[src/rtl/rr_arbiter8_pkg.sv]
// Shared types, sizes and the rotate/priority-encode arbitration helper
// for the eight-client round-robin arbiter.
package rr_arbiter8_pkg;

  localparam int unsigned N_CLIENTS = 8;
  localparam int unsigned IDX_W     = 3;

  typedef enum logic {
    ST_IDLE  = 1'b0,
    ST_GRANT = 1'b1
  } state_t;

  typedef struct packed {
    logic             valid;
    logic [IDX_W-1:0] idx;
  } arb_pick_t;

  // Rotate req right by ptr, take the lowest set bit, then add ptr back mod 8.
  function automatic arb_pick_t arb_pick(input logic [N_CLIENTS-1:0] req,
                                         input logic [IDX_W-1:0]     ptr);
    logic [2*N_CLIENTS-1:0] w_dbl;
    logic [N_CLIENTS-1:0]   w_rot;
    arb_pick_t              w_res;
    w_dbl = {req, req} >> ptr;
    w_rot = w_dbl[N_CLIENTS-1:0];
    w_res = '0;
    for (int i = N_CLIENTS - 1; i >= 0; i--) begin
      if (w_rot[i]) begin
        w_res.valid = 1'b1;
        w_res.idx   = IDX_W'(i);
      end
    end
    w_res.idx = w_res.idx + ptr;
    return w_res;
  endfunction

endpackage

[src/rtl/rr_arbiter8_if.sv]
// Request/grant bundle between the eight clients and the arbiter.
interface rr_arbiter8_if;
  import rr_arbiter8_pkg::*;

  logic [N_CLIENTS-1:0] req;
  logic                 done;
  logic [N_CLIENTS-1:0] gnt;
  logic [IDX_W-1:0]     gnt_idx;
  logic                 gnt_valid;
  logic                 timeout;

  modport master (output req, done, input gnt, gnt_idx, gnt_valid, timeout);
  modport slave  (input req, done, output gnt, gnt_idx, gnt_valid, timeout);
endinterface

[src/rtl/rr_arbiter8_decoder.sv]
// 3-to-8 one-hot decoder used to turn the registered winner index into a grant vector.
module rr_arbiter8_decoder
  import rr_arbiter8_pkg::*;
(
  input  logic [IDX_W-1:0]     i_idx,
  output logic [N_CLIENTS-1:0] o_dec_c
);

  always_comb begin
    o_dec_c        = '0;
    o_dec_c[i_idx] = 1'b1;
  end

endmodule

[src/rtl/rr_arbiter8.sv]
// Round-robin arbiter for eight clients: registered winner index, held grant
// released on done, request drop, or hold-limit expiry.
module rr_arbiter8
  import rr_arbiter8_pkg::*;
#(
  parameter int unsigned MAX_HOLD = 16
) (
  input  logic          clk,
  input  logic          rst_n,
  rr_arbiter8_if.slave  bus
);

  localparam int unsigned CNT_W = (MAX_HOLD > 1) ? $clog2(MAX_HOLD) : 1;

  state_t           r_state, w_state_nxt;
  logic [IDX_W-1:0] r_ptr,   w_ptr_nxt;
  logic [IDX_W-1:0] r_idx,   w_idx_nxt;
  logic [CNT_W-1:0] r_cnt,   w_cnt_nxt;
  logic             r_timeout, w_timeout_nxt;

  logic                 w_rel_done, w_rel_drop, w_rel_lim, w_release;
  logic [IDX_W-1:0]     w_ptr_arb;
  arb_pick_t            w_pick;
  logic [N_CLIENTS-1:0] w_dec;

  // State register
  always_ff @(posedge clk or negedge rst_n) begin
    if (!rst_n) begin
      r_state   <= ST_IDLE;
      r_ptr     <= '0;
      r_idx     <= '0;
      r_cnt     <= '0;
      r_timeout <= 1'b0;
    end else begin
      r_state   <= w_state_nxt;
      r_ptr     <= w_ptr_nxt;
      r_idx     <= w_idx_nxt;
      r_cnt     <= w_cnt_nxt;
      r_timeout <= w_timeout_nxt;
    end
  end

  assign w_rel_done = bus.done;
  assign w_rel_drop = ~bus.req[r_idx];
  assign w_rel_lim  = (r_cnt == CNT_W'(MAX_HOLD - 1));
  assign w_release  = w_rel_done | w_rel_drop | w_rel_lim;

  // On release the pointer moves past the grantee before re-arbitrating.
  assign w_ptr_arb = (r_state == ST_GRANT) ? (r_idx + IDX_W'(1)) : r_ptr;
  assign w_pick    = arb_pick(bus.req, w_ptr_arb);

  // Next-state and next-register logic
  always_comb begin
    w_state_nxt   = r_state;
    w_ptr_nxt     = r_ptr;
    w_idx_nxt     = r_idx;
    w_cnt_nxt     = r_cnt;
    w_timeout_nxt = 1'b0;
    unique case (r_state)
      ST_IDLE: begin
        if (w_pick.valid) begin
          w_state_nxt = ST_GRANT;
          w_idx_nxt   = w_pick.idx;
          w_cnt_nxt   = '0;
        end
      end
      ST_GRANT: begin
        if (w_release) begin
          w_ptr_nxt     = w_ptr_arb;
          w_timeout_nxt = w_rel_lim & ~w_rel_done & ~w_rel_drop;
          w_cnt_nxt     = '0;
          if (w_pick.valid) begin
            w_idx_nxt = w_pick.idx;
          end else begin
            w_state_nxt = ST_IDLE;
          end
        end else begin
          w_cnt_nxt = r_cnt + CNT_W'(1);
        end
      end
      default: w_state_nxt = ST_IDLE;
    endcase
  end

  rr_arbiter8_decoder u_dec (
    .i_idx   (r_idx),
    .o_dec_c (w_dec)
  );

  assign bus.gnt_valid = (r_state == ST_GRANT);
  assign bus.gnt_idx   = r_idx;
  assign bus.timeout   = r_timeout;
  assign bus.gnt       = w_dec & {N_CLIENTS{bus.gnt_valid}};

endmodule

[src/flat_wrapper.sv]
// flat-port wrapper written by rule: the top's interface ports become plain ports
module rr_arbiter8_flat import rr_arbiter8_pkg::*;
#(
  parameter int unsigned MAX_HOLD = 16
)
  (clk, rst_n, bus_req, bus_done, bus_gnt, bus_gnt_idx, bus_gnt_valid, bus_timeout);
  rr_arbiter8_if bus_i ();
  input  logic clk;
  input  logic rst_n;
  input wire logic [$bits(bus_i.req)-1:0] bus_req;
  input wire logic [$bits(bus_i.done)-1:0] bus_done;
  output wire logic [$bits(bus_i.gnt)-1:0] bus_gnt;
  output wire logic [$bits(bus_i.gnt_idx)-1:0] bus_gnt_idx;
  output wire logic [$bits(bus_i.gnt_valid)-1:0] bus_gnt_valid;
  output wire logic [$bits(bus_i.timeout)-1:0] bus_timeout;
  assign bus_i.req = bus_req;
  assign bus_i.done = bus_done;
  assign bus_gnt = bus_i.gnt;
  assign bus_gnt_idx = bus_i.gnt_idx;
  assign bus_gnt_valid = bus_i.gnt_valid;
  assign bus_timeout = bus_i.timeout;
  rr_arbiter8 #(.MAX_HOLD(MAX_HOLD)) u_core (.clk(clk), .rst_n(rst_n), .bus(bus_i));
endmodule
[config.mk]
export PLATFORM = sky130hd
export DESIGN_NAME = rr_arbiter8_flat
export DESIGN_NICKNAME = d
export VERILOG_FILES = /design/src/rtl/rr_arbiter8_pkg.sv /design/src/rtl/rr_arbiter8_if.sv /design/src/rtl/rr_arbiter8_decoder.sv /design/src/rtl/rr_arbiter8.sv /design/src/flat_wrapper.sv
export SDC_FILE = /design/constraint.sdc
export NUM_CORES = 1
export LEC_CHECK = 0
export CORE_MARGIN = 8
export CORE_UTILIZATION = 50
export DETAILED_ROUTE_END_ITERATION = 10
export PLACE_DENSITY_LB_ADDON = 0.3
export SYNTH_ARGS = -nofsm -noshare
export SYNTH_HDL_FRONTEND = slang
export SYNTH_SLANG_ARGS = --single-unit
[constraint.sdc]
create_clock -name clk -period 3.8 [get_ports clk]
set_input_delay 0.38 -clock clk [delete_from_list [all_inputs] [get_ports clk]]
set_output_delay 0.38 -clock clk [all_outputs]
set_load 0.01 [all_outputs]
# After elaboration in Yosys (flattened, before gate mapping)
# Cells that the tools add are included.
# word_totals
out_inout_bits	13
register_bits	12
wordCells	48
in_bits	11
# op_classes
n_eq_ne	3
shift	1
magnitude_cmp	2
mux	24
addsub	3
n_bitwise	8
n_reduce_logical	2
# op_table
op	n
2-to-1 mux 4 bit	10
>> shifter 16 x 3 -> 8 bit	1
2-to-1 mux 3 bit	3
AND 8 bit	1
one-hot mux 4 bit (2 select lines)	1
2-to-1 mux 1 bit	6
one-hot mux 3 bit (2 select lines)	1
adder 4 x 1 -> 4 bit (second input constant)	1
equality test 4 bit (second input constant)	1
less-than comparator 3 x 4 -> 1 bit (second input constant)	1
adder 3 x 1 -> 3 bit (second input constant)	1
adder 3 bit	1
binary-select mux 1 bit (select 3 bit)	1
demux 1 bit (select 3 bit)	1
greater-or-equal comparator 3 x 1 -> 1 bit (second input constant)	1
inverter 1 bit	3
AND 1 bit	2
!= test 2 x 1 -> 1 bit (second input constant)	1
!= test 2 bit (second input constant)	1
bitwise OR 1 bit	2
one-hot mux 1 bit (2 select lines)	1
AND reduction 2 bit	1
logical AND 1 bit	1

# Depth between registers and ports, before layout
# depth
word_depth	15
ltp_mapped	14
depth_no_buf	13

# Cells and area by module
# From an unflattened synthesis, not the netlist that was laid out.
# unflattened
hier_cells	150
area_unflattened_um2	1336.3
# by_module_without_submodules
module	area_per_inst_um2	instances	cells_each
rr_arbiter8	1271.2	1	142
rr_arbiter8_decoder	65.1	1	8

# Worst setup path after synthesis
# OpenSTA, ideal clock, no wires.
# synth_path
path_type	register to register
start	register u_core.r_idx[0], in the netlist u_core.bus.gnt_idx[0]
end	register u_core.r_idx[2], in the netlist u_core.bus.gnt_idx[2]
path_buffers	1
stages_incl_launch_ff	14
arrival_ns	3.312
setup_ns	0.120
required_time_ns	3.680
slack_ns	0.368
path_cell_list	dfrtp_1 -> buf_4 -> or2b_2 -> o21ai_4 -> mux4_2 -> mux2i_1 -> nand2b_1 -> a21oi_1 -> o31a_1 -> ha_1 -> fa_1 -> xor2_1 -> nand4bb_1 -> o211a_1
# synth_via
elab_chain_len	15
elab_cells_between_ends	21
# synth_lines
element	line	source
from (decl)	rr_arbiter8.sv:17	logic [IDX_W-1:0] r_idx, w_idx_nxt;
from (signal assigned)	rr_arbiter8.sv:37	r_idx <= w_idx_nxt;
adder 3 x 1 -> 3 bit	rr_arbiter8.sv:49	assign w_ptr_arb = (r_state == ST_GRANT) ? (r_idx + IDX_W'(1)) : r_ptr;
2-to-1 mux 3 bit	rr_arbiter8.sv:49	
>> shifter 16 x 3 -> 8 bit	rr_arbiter8_pkg.sv:24	w_dbl = {req, req} >> ptr;
2-to-1 mux 4 bit (8 in series)	rr_arbiter8_pkg.sv:28	if (w_rot[i]) begin
adder 3 bit	rr_arbiter8_pkg.sv:33	w_res.idx = w_res.idx + ptr;
2-to-1 mux 3 bit	rr_arbiter8.sv:61, rr_arbiter8.sv:72	
2-to-1 mux 3 bit	rr_arbiter8.sv:68	if (w_release) begin
one-hot mux 3 bit (2 select lines)	rr_arbiter8.sv:59	unique case (r_state)
# Several ways; a longest one is shown, not always the timed one. The select of a mux whose other input is x is not followed.
# A chain may end at the register's enable or synchronous reset.

# Final worst setup path
# layout_path
start	register u_core.r_idx[1], in the netlist u_core.bus.gnt_idx[1]
end	register u_core.r_idx[2], in the netlist u_core.bus.gnt_idx[2]
# The elaborated chain is that of the path after synthesis.

==> impl_metrics.yaml <==
synthesis:
  syn_area_per_cell_um2: 10.0
  synth_top_family_by_area: "multiplexers"
  synth.area.top_cells: "dfrtp_1, mux4_2, mux2i_1"
  syn-instance-count: 113
  synth_top_area_share_pct: 26.5
  ys_seq_area_share_pct: 26.5
  synth_fa_ha_area_share_pct: 5.09
  synth.cell_area_mm2: 0.00113
  synth_cell_types: 37
  synth.mux.area_fraction_pct: 31.7
  yosysWarnings: 0
  synth_compound_area_share_pct: 12.1
  synth.net_count: 128
  synth_top_cell_by_area: "dfrtp_1"
  synthSimpleGateAreaFrac_pct: 18.0
  ys_seq_elements: 12
  synth_xor_area_share_pct: 2.32
global_routing:
  grt_max_degree: 13
  use_met2_pct: 25.6
  grt_use_total_pct: 14.7
  gr-total-overflow: 0
  grt_pass1_wl_mm: 4.84
  grt_use_met3_pct: 4.42
  met1_usage_pct: 16.5
  grt_pass1_vias: 1006
  antenna_found_initial: 0
  grt.busiest_layer: "met2"
critical_path:
  cp-end-kind: "register"
  worstPathMaxFanout: 9
  cp-start-kind: "register"
  cp.arrival_ns: 3.71
  required_ns: 3.98
  worstSetupPathType: "register to register"
outcome:
  status: "finished clean"
placed_design:
  portBuffers: 23
  hpwl_mm: 2.25
  place_area_mm2: 0.00139
  gp_congestion: 0.832
floorplan:
  die_width_um: 63.6
  die-area_mm2: 0.00404
  initial_core_util_pct: 52.1
  rows: 17
  die-height_um: 63.6
  io-pin-count: 24
  core_area_mm2: 0.00217
route:
  wl_per_cell_um: 17.4
  via_per_inst: 6.16
  dr.pass1.iters: 4
  dr.first_iter.drc_count: 70
  dr_total_vias: 1022
  drt-total-wl_mm: 2.89
  ant_nets: 0
  drcViolationCount: 0
clocking:
  clk_latency_ns: 0.28
  cts_tree: "yes"
  clockRootBuffer: "clkbuf_4"
  cts_resized: 0
  htreeDepth: 1
  hold_buffers: 0
  path_clk_slew_ns: 0.08
  postCtsSetupRepairBufs: 0
  cts.sinks: 12
  numCtsBuffers: 3
  clock_path_buffers: 2
finish:
  final_cell_mix: "clkdlybuf4s50_1, nor2_1, mux2i_1"
  final_common_cell: "clkdlybuf4s50_1"
  nets: 154
  final_layout_size_suffix_gt1_share_pct: 15.9
  fillers: 174
  diodes: 0
  syn2layout_area_growth_pct: 25.8
  finish.instance_area_mm2: 0.00142
timing:
  setup_viol: 0
  timing.final.crit_period_ns: 3.53
  rsz0062_at_grt: "no"
  setup_tns_ns: 0
  tightestPinTransition_ns: 0.537
  min_period_over_period_pct: 93.0
  drv_slew: 0
  timing.final.hold_violations: 0
  fin_skew_ns: 0.00607
  fmax_ghz: 0.283
  maxSlewHeadroom_pct: 64.1
hold_path:
  hold_class: "input pin to asynchronous set/reset pin"
power_and_ir_drop:
  ir_drop_mv: 0.772
  powerDensity_mw_per_mm2: 1120
  leakage_nw: 0.602
run:
  drv_cap: 0
-- metrics by stage --
stage                     cells  hold WS, ns  utilization, %  total power (W)  setup slack [ns]
after global placement      162        0.487            63.9          0.00141             0.371
after detailed placement    162        0.507            63.9          0.00147             0.288
after global routing        166        0.489            65.6          0.00172             0.126
after CTS                   166        0.450            65.6          0.00158             0.295
after floorplan             113       0.0844               -          0.00117             0.368
final                       166        0.442            65.6          0.00159             0.266
-- flip-flops by register name, summed over array words and instances (netlist names) --
signal,cells
u_core.bus.gnt_idx,3
u_core.bus.gnt_valid,1
u_core.bus.timeout,1
u_core.r_cnt,4
u_core.r_ptr,3
-- final cells by class --
class / instances / area (um^2) / share of cell area, %
clock buffer: 4 / 36.3 / 2.55
inverter: 4 / 15.0 / 1.06
multi-input combinational: 92 / 783 / 55.1
sequential: 12 / 300 / 21.1
tap: 28 / 35.0 / 2.46
timing repair buffer: 26 / 253 / 17.8
-- path summary, 6_finish.rpt --
path,startpoint,endpoint,slack [ns],cells past startpoint
hold / removal,rst_n,u_core.r_cnt[2],0.44,1
min in group clk,u_core.r_ptr[1],u_core.r_ptr[1],0.54,1
setup / recovery,u_core.bus.gnt_idx[1],u_core.bus.gnt_idx[2],0.27,12
max in group asynchronous,rst_n,u_core.r_ptr[1],3.00,1
setup reg to reg,u_core.bus.gnt_idx[1],u_core.bus.gnt_idx[2],0.27,12
hold reg to reg,u_core.r_ptr[1],u_core.r_ptr[1],0.54,1
-- report_power, final --
part	switching, W	total [W]	internal (W)
clock	0.0000446	0.000103	0.0000584
combinational	0.000630	0.00125	0.000617
sequential	0.0000599	0.000239	0.000179
total	0.000734	0.00159	0.000855
-- routing by layer --
metal	share of wire, %	vias up
met2	53	31
met5	0	-
li1	-	472
met1	41	516
met3	4.5	3
met4	0.80	0
-- synth_stat cells (all sizes together) --
cell / number
nor3: 4
nand3: 3
a21o: 1
a32o: 1
xnor2: 1
nand2: 9
mux4: 8
or2: 1
dfrtp: 12
mux2: 4
a21oi: 3
buf: 4
nand2b: 4
mux2i: 13
ha: 3
o211a: 1
nor2: 14
inv: 4
o21ai: 5
o2bb2ai: 1
nand4: 2
o31ai: 1
a31oi: 3
fa: 1
xor2: 2
or2b: 1
o41ai: 1
nor2b: 2
o31a: 1
nor4: 1
nand4bb: 1
clkbuf: 1
-- cells by family (layout without fill, tap and decap cells) --
kind of cell | count (synthesis) | in the layout
simple gates | 42 | 42
mux | 25 | 25
flops | 12 | 12
compound gates | 18 | 18
buf+inv | 9 | 34
fa+ha+maj | 4 | 4
xor+xnor | 3 | 3
-- worst max-delay path: stages (launching register included) --
cell	delay [ns]
dfrtp_1	0.48
ha_1	0.34
mux2_4	0.33
mux4_2	0.45
mux2i_1	0.23
nand2b_1	0.14
a21oi_1	0.07
o31a_1	0.29
ha_1	0.19
fa_1	0.39
xor2_1	0.19
nand4bb_1	0.20
o211a_1	0.14
Note: power is estimated with default switching activity, not from simulation.
==> patch 1: new RTL, config.mk and constraints unchanged <==
`MAX_HOLD` is set to 16 in 2 places; all go to 32.
--- a/src/rtl/rr_arbiter8.sv
+++ b/src/rtl/rr_arbiter8.sv
@@ -5,3 +5,3 @@
 #(
-  parameter int unsigned MAX_HOLD = 16
+  parameter int unsigned MAX_HOLD = 32
 ) (
--- a/src/flat_wrapper.sv
+++ b/src/flat_wrapper.sv
@@ -3,3 +3,3 @@
 #(
-  parameter int unsigned MAX_HOLD = 16
+  parameter int unsigned MAX_HOLD = 32
 )
Formal check against the unedited RTL: no difference found for any inputs over 10 cycles, from zero or initial values and one cycle with rst_n low; that may be too few to reach the edited logic, so the function may still have changed.
==> patch 1 against the original RTL <==
- synthesized area is 14% higher
- worst setup slack improved by 0.0067 ns
- count of clock-buffer cells in the layout unchanged
- sequential cell count up 1
- synthesized cell count fell by 5.3%
- wire length shrank 3.0%
- critical path depth rose by 1
- design area rose by 9.6%
- core utilization is 2.1 points lower
- non-clock buffer count up 1
- final cell count shrank 1.8%
- critical path type unchanged
- critical endpoint unchanged
Power is not shown: default switching activity piles up to over one toggle a cycle in this logic, so the estimate is an artifact.
==> patch 1: results (changes against the original RTL) <==
GPL Wtd Cong - 0.771 (-7.4%)
first-pass GRT wire length - 4840 µm (-0.14%)
post-DR vias/cell - 6.04 (-1.8%)
Post-Synth Adder-Cell Area - 0.0543 (+0.00338)
vias in the first global route - 1,007 (+0.099%)
DR iter-0 viols - 35 (-50%)
final WL - 2800 µm (-3.0%)
clock skew - 0.00729 ns (+0.00121 ns)
GRT Total Usage - 0.140 (-0.00738)
Worst Setup EP - u_core.bus.gnt_idx[2]$_DFFE_PN0P_
DP HPWL - 2280 µm (+1.6%)
slew margin rel. - 0.584 (-0.0570)
mux contribution to synthesized area - 0.344 (+0.0265)
nets@finish - 150 (-2.6%)
Setup crit start - u_core.bus.gnt_idx[0]$_DFFE_PN0P_
Compound-Gate Fraction of Synth Area - 0.104 (-0.0169)
syn nets - 123 (-3.9%)
ranking of synthesized cells by area - dfrtp_1, mux4_1, mux4_2, mux2i_2, ha_1
H-tree levels - 1 (unchanged)
Distinct cells, synth - 44 (+19%)
register area share after synthesis - 0.252 (-0.0135)
fill count - 210 (+21%)
worst hold path type - in2async
Slowest-stage cell, CP - mux4_2
pin count of the biggest net entering global routing - 14 (+1)
Worst Reg-to-Reg Cells - 13 (+1)
number of synthesized flops with an enable pin - 0 (unchanged)
CP Data Arrival Time - 3.69 ns (-0.02 ns)
Post-synth top cells - dfrtp_1, nand2_1, nor2_1, mux2i_2
Post-Synth XOR/XNOR Area - 0.0136 (-0.00966)
run status - completed
Max stage delay on crit path - 0.48 ns (about the same)
critical path peak fanout - 9 (unchanged)
flip-flop count of the largest register after layout - 5 (+1)
share of layout cells above drive strength 1 - 0.248 (+0.0887)
patch 1: per-layer routing:
metal	wire, µm	GRT usage
met5	0	0
met4	23	0.0400
met3	121	0.0319
met2	1430	0.232
met1	1230	0.176
patch 1: cell type report:
type / count / share of cell area
clock buffers: 4 / 0.0169
inverters: 2 / 0.00482
multi-input cells: 87 / 0.578
flip-flops and latches: 13 / 0.209
well taps: 30 / 0.0241
repair buffers: 27 / 0.167
patch 1: per-stage QoR:
stage / area (µm²) / cells / setup slack, ns / util / hold slack [ns]
2_1_floorplan: 1290 / 107 / 0.239 / - / 0.0844
3_3_place_gp: 1530 / 159 / 0.251 / 0.624 / 0.473
3_5_place_dp: 1530 / 159 / 0.169 / 0.624 / 0.496
4_1_cts: 1560 / 163 / 0.167 / 0.635 / 0.492
5_1_grt: 1560 / 163 / 0.0466 / 0.635 / 0.528
6_report: 1560 / 163 / 0.273 / 0.635 / 0.482
==> patch 2: new RTL, same settings <==
Made on the original files. Reset style: synchronous (`rst_n`), changed in one clocked block.
--- a/src/rtl/rr_arbiter8.sv
+++ b/src/rtl/rr_arbiter8.sv
@@ -26,3 +26,3 @@
   // State register
-  always_ff @(posedge clk or negedge rst_n) begin
+  always_ff @(posedge clk) begin
     if (!rst_n) begin
Behaviour: differs if rst_n is asserted again (counterexample within 4 cycles, from zero or initial values and one cycle with rst_n low); with rst_n held inactive, the same outputs for 10 cycles.
==> patch 2 against the original RTL <==
- largest cell class unchanged
- final cell count up 8.4%
- sequential share of layout area down 4.6 points
- critical endpoint is now u_core.bus.gnt_idx[2]$_SDFFE_PN0P_
- worst setup slack better by 0.059 ns
- worst hold slack better by 0.025 ns
- design area up 2.1%
- wire length down 1.8%
- sequential cell count unchanged
- synthesized area up 2.7%
- global-route usage down 0.72 points
Power is not compared: it rests on default switching activity, and its combinational part moved more than twofold at a synthesized area within 25%.
==> patch 2: results (changes against the original RTL) <==
clock skew - 0.000844 ns (-0.00523 ns)
total CTS buffers - 3 (unchanged)
critical path peak fanout - 11 (+2)
grt met2 use - 0.257 (+0.00119)
worst hold path type - reg2reg
pin count of the biggest net entering global routing - 12 (-1)
GPL Wtd Cong - 0.783 (-5.9%)
met3 wire length - 45 µm (-65%)
Setup crit start - u_core.bus.gnt_idx[2]$_SDFFE_PN0P_
fill count - 192 (+10%)
P_sw - 384 µW
Post-CTS Resized - 0 (unchanged)
first-pass GRT wire length - 4810 µm (-0.70%)
nets@finish - 168 (+9.1%)
hold depth - 2
met2 wire length - 1540 µm (about the same)
Distinct cells, synth - 40 (+8.1%)
I/O Buffers - 23 (unchanged)
GRT Total Usage - 0.140 (-0.00725)
reg2reg setup slack - 0.33 ns (+0.06 ns)
flip-flop count of the largest register after layout - 4 (unchanged)
register area share after synthesis - 0.207 (-0.0586)
met1 usage - 0.163 (-0.00230)
Warnings, synthesis - 0 (unchanged)
Setup Buffers After CTS - 0 (unchanged)
run status - completed
met1 WL - 1220 µm (+1.8%)
H-tree levels - 1 (unchanged)
Main synth FF type - dfxtp_1
largest reg by FF count - u_core.r_cnt
leak pwr - 0.000638 µW
met3 GRT Util - 0.00697 (-0.0372)
hold wc startpoint - u_core.r_ptr[0]$_SDFFE_PN0P_
Worst Reg-to-Reg Cells - 14 (+2)
vias post-DR - 1,038 (+1.6%)
slew margin rel. - 0.653 (+0.0126)
ys async rst share - 0 (-1.00)
ranking of synthesized cells by area - mux2i_1, dfxtp_1, mux4_1, a21oi_1, nand2_1
share of layout cells above drive strength 1 - 0.118 (-0.0410)
Post-synth top cells - mux2i_1, nand2_1, dfxtp_1, a21oi_1, nor2_1
Worst Setup EP - u_core.bus.gnt_idx[2]$_SDFFE_PN0P_
initial antenna violation count - 0 (unchanged)
DP HPWL - 2260 µm (+0.46%)
final WL - 2840 µm (-1.8%)
syn nets - 143 (+12%)
CP Data Arrival Time - 3.64 ns (-0.07 ns)
min Tclk post-route - 3.47 ns (-0.0593 ns)
DR iter-0 viols - 41 (-41%)
## patch 2: changes by cell type in the layout (fill, tap and decap cells not counted), moves of 7 or more
cell / delta
a21oi_1: +7
mux4_2: -8
dfrtp_1: -12
mux2i_1: +13
dfxtp_1: +12
## patch 2: final cells by class
| cell class | count | area (µm²) | area share |
|---|---|---|---|
| Tap cell | 28 | 35.0 | 0.0241 |
| Inverter | 3 | 11.3 | 0.00775 |
| Sequential cell | 12 | 240 | 0.165 |
| Multi-Input combinational cell | 106 | 870 | 0.599 |
| Clock buffer | 4 | 36.3 | 0.0250 |
| Timing Repair Buffer | 27 | 260 | 0.179 |
## patch 2: through the flow
| step | hold slack (ns) | cells | total power [µW] | instance area [µm²] |
|---|---|---|---|---|
| 2_1_floorplan | 0.437 | 128 | 633 | 1160 |
| 3_3_place_gp | 0.447 | 176 | 760 | 1420 |
| 3_5_place_dp | 0.461 | 176 | 781 | 1420 |
| 4_1_cts | 0.472 | 180 | 888 | 1450 |
| 5_1_grt | 0.488 | 180 | 950 | 1450 |
| 6_report | 0.467 | 180 | 887 | 1450 |
## patch 2: critical path: stages (launching register included)
cell and delay [ns]:
dfxtp_1 0.60, xor2_2 0.17, mux2i_4 0.40, mux2i_1 0.20, mux2_2 0.34, nand2b_1 0.15
a21oi_1 0.12, o31a_1 0.15, ha_1 0.14, inv_1 0.05, fa_1 0.37, xnor2_1 0.15
nand2_1 0.09, nor4b_1 0.05, or3_1 0.38
## patch 2: cell families (layout without fill, tap and decap cells)
kind of cell	after synthesis	in the layout	synth area share
adder cells (fa/ha/maj)	4	4	0.0496
multiplexers	34	34	0.350
XOR/XNOR	3	3	0.0291
buffers and inverters	10	34	0.0442
AO/OA/AOI/OAI	15	15	0.0744
AND/OR/NAND/NOR	50	50	0.246
flip-flops	12	12	0.207
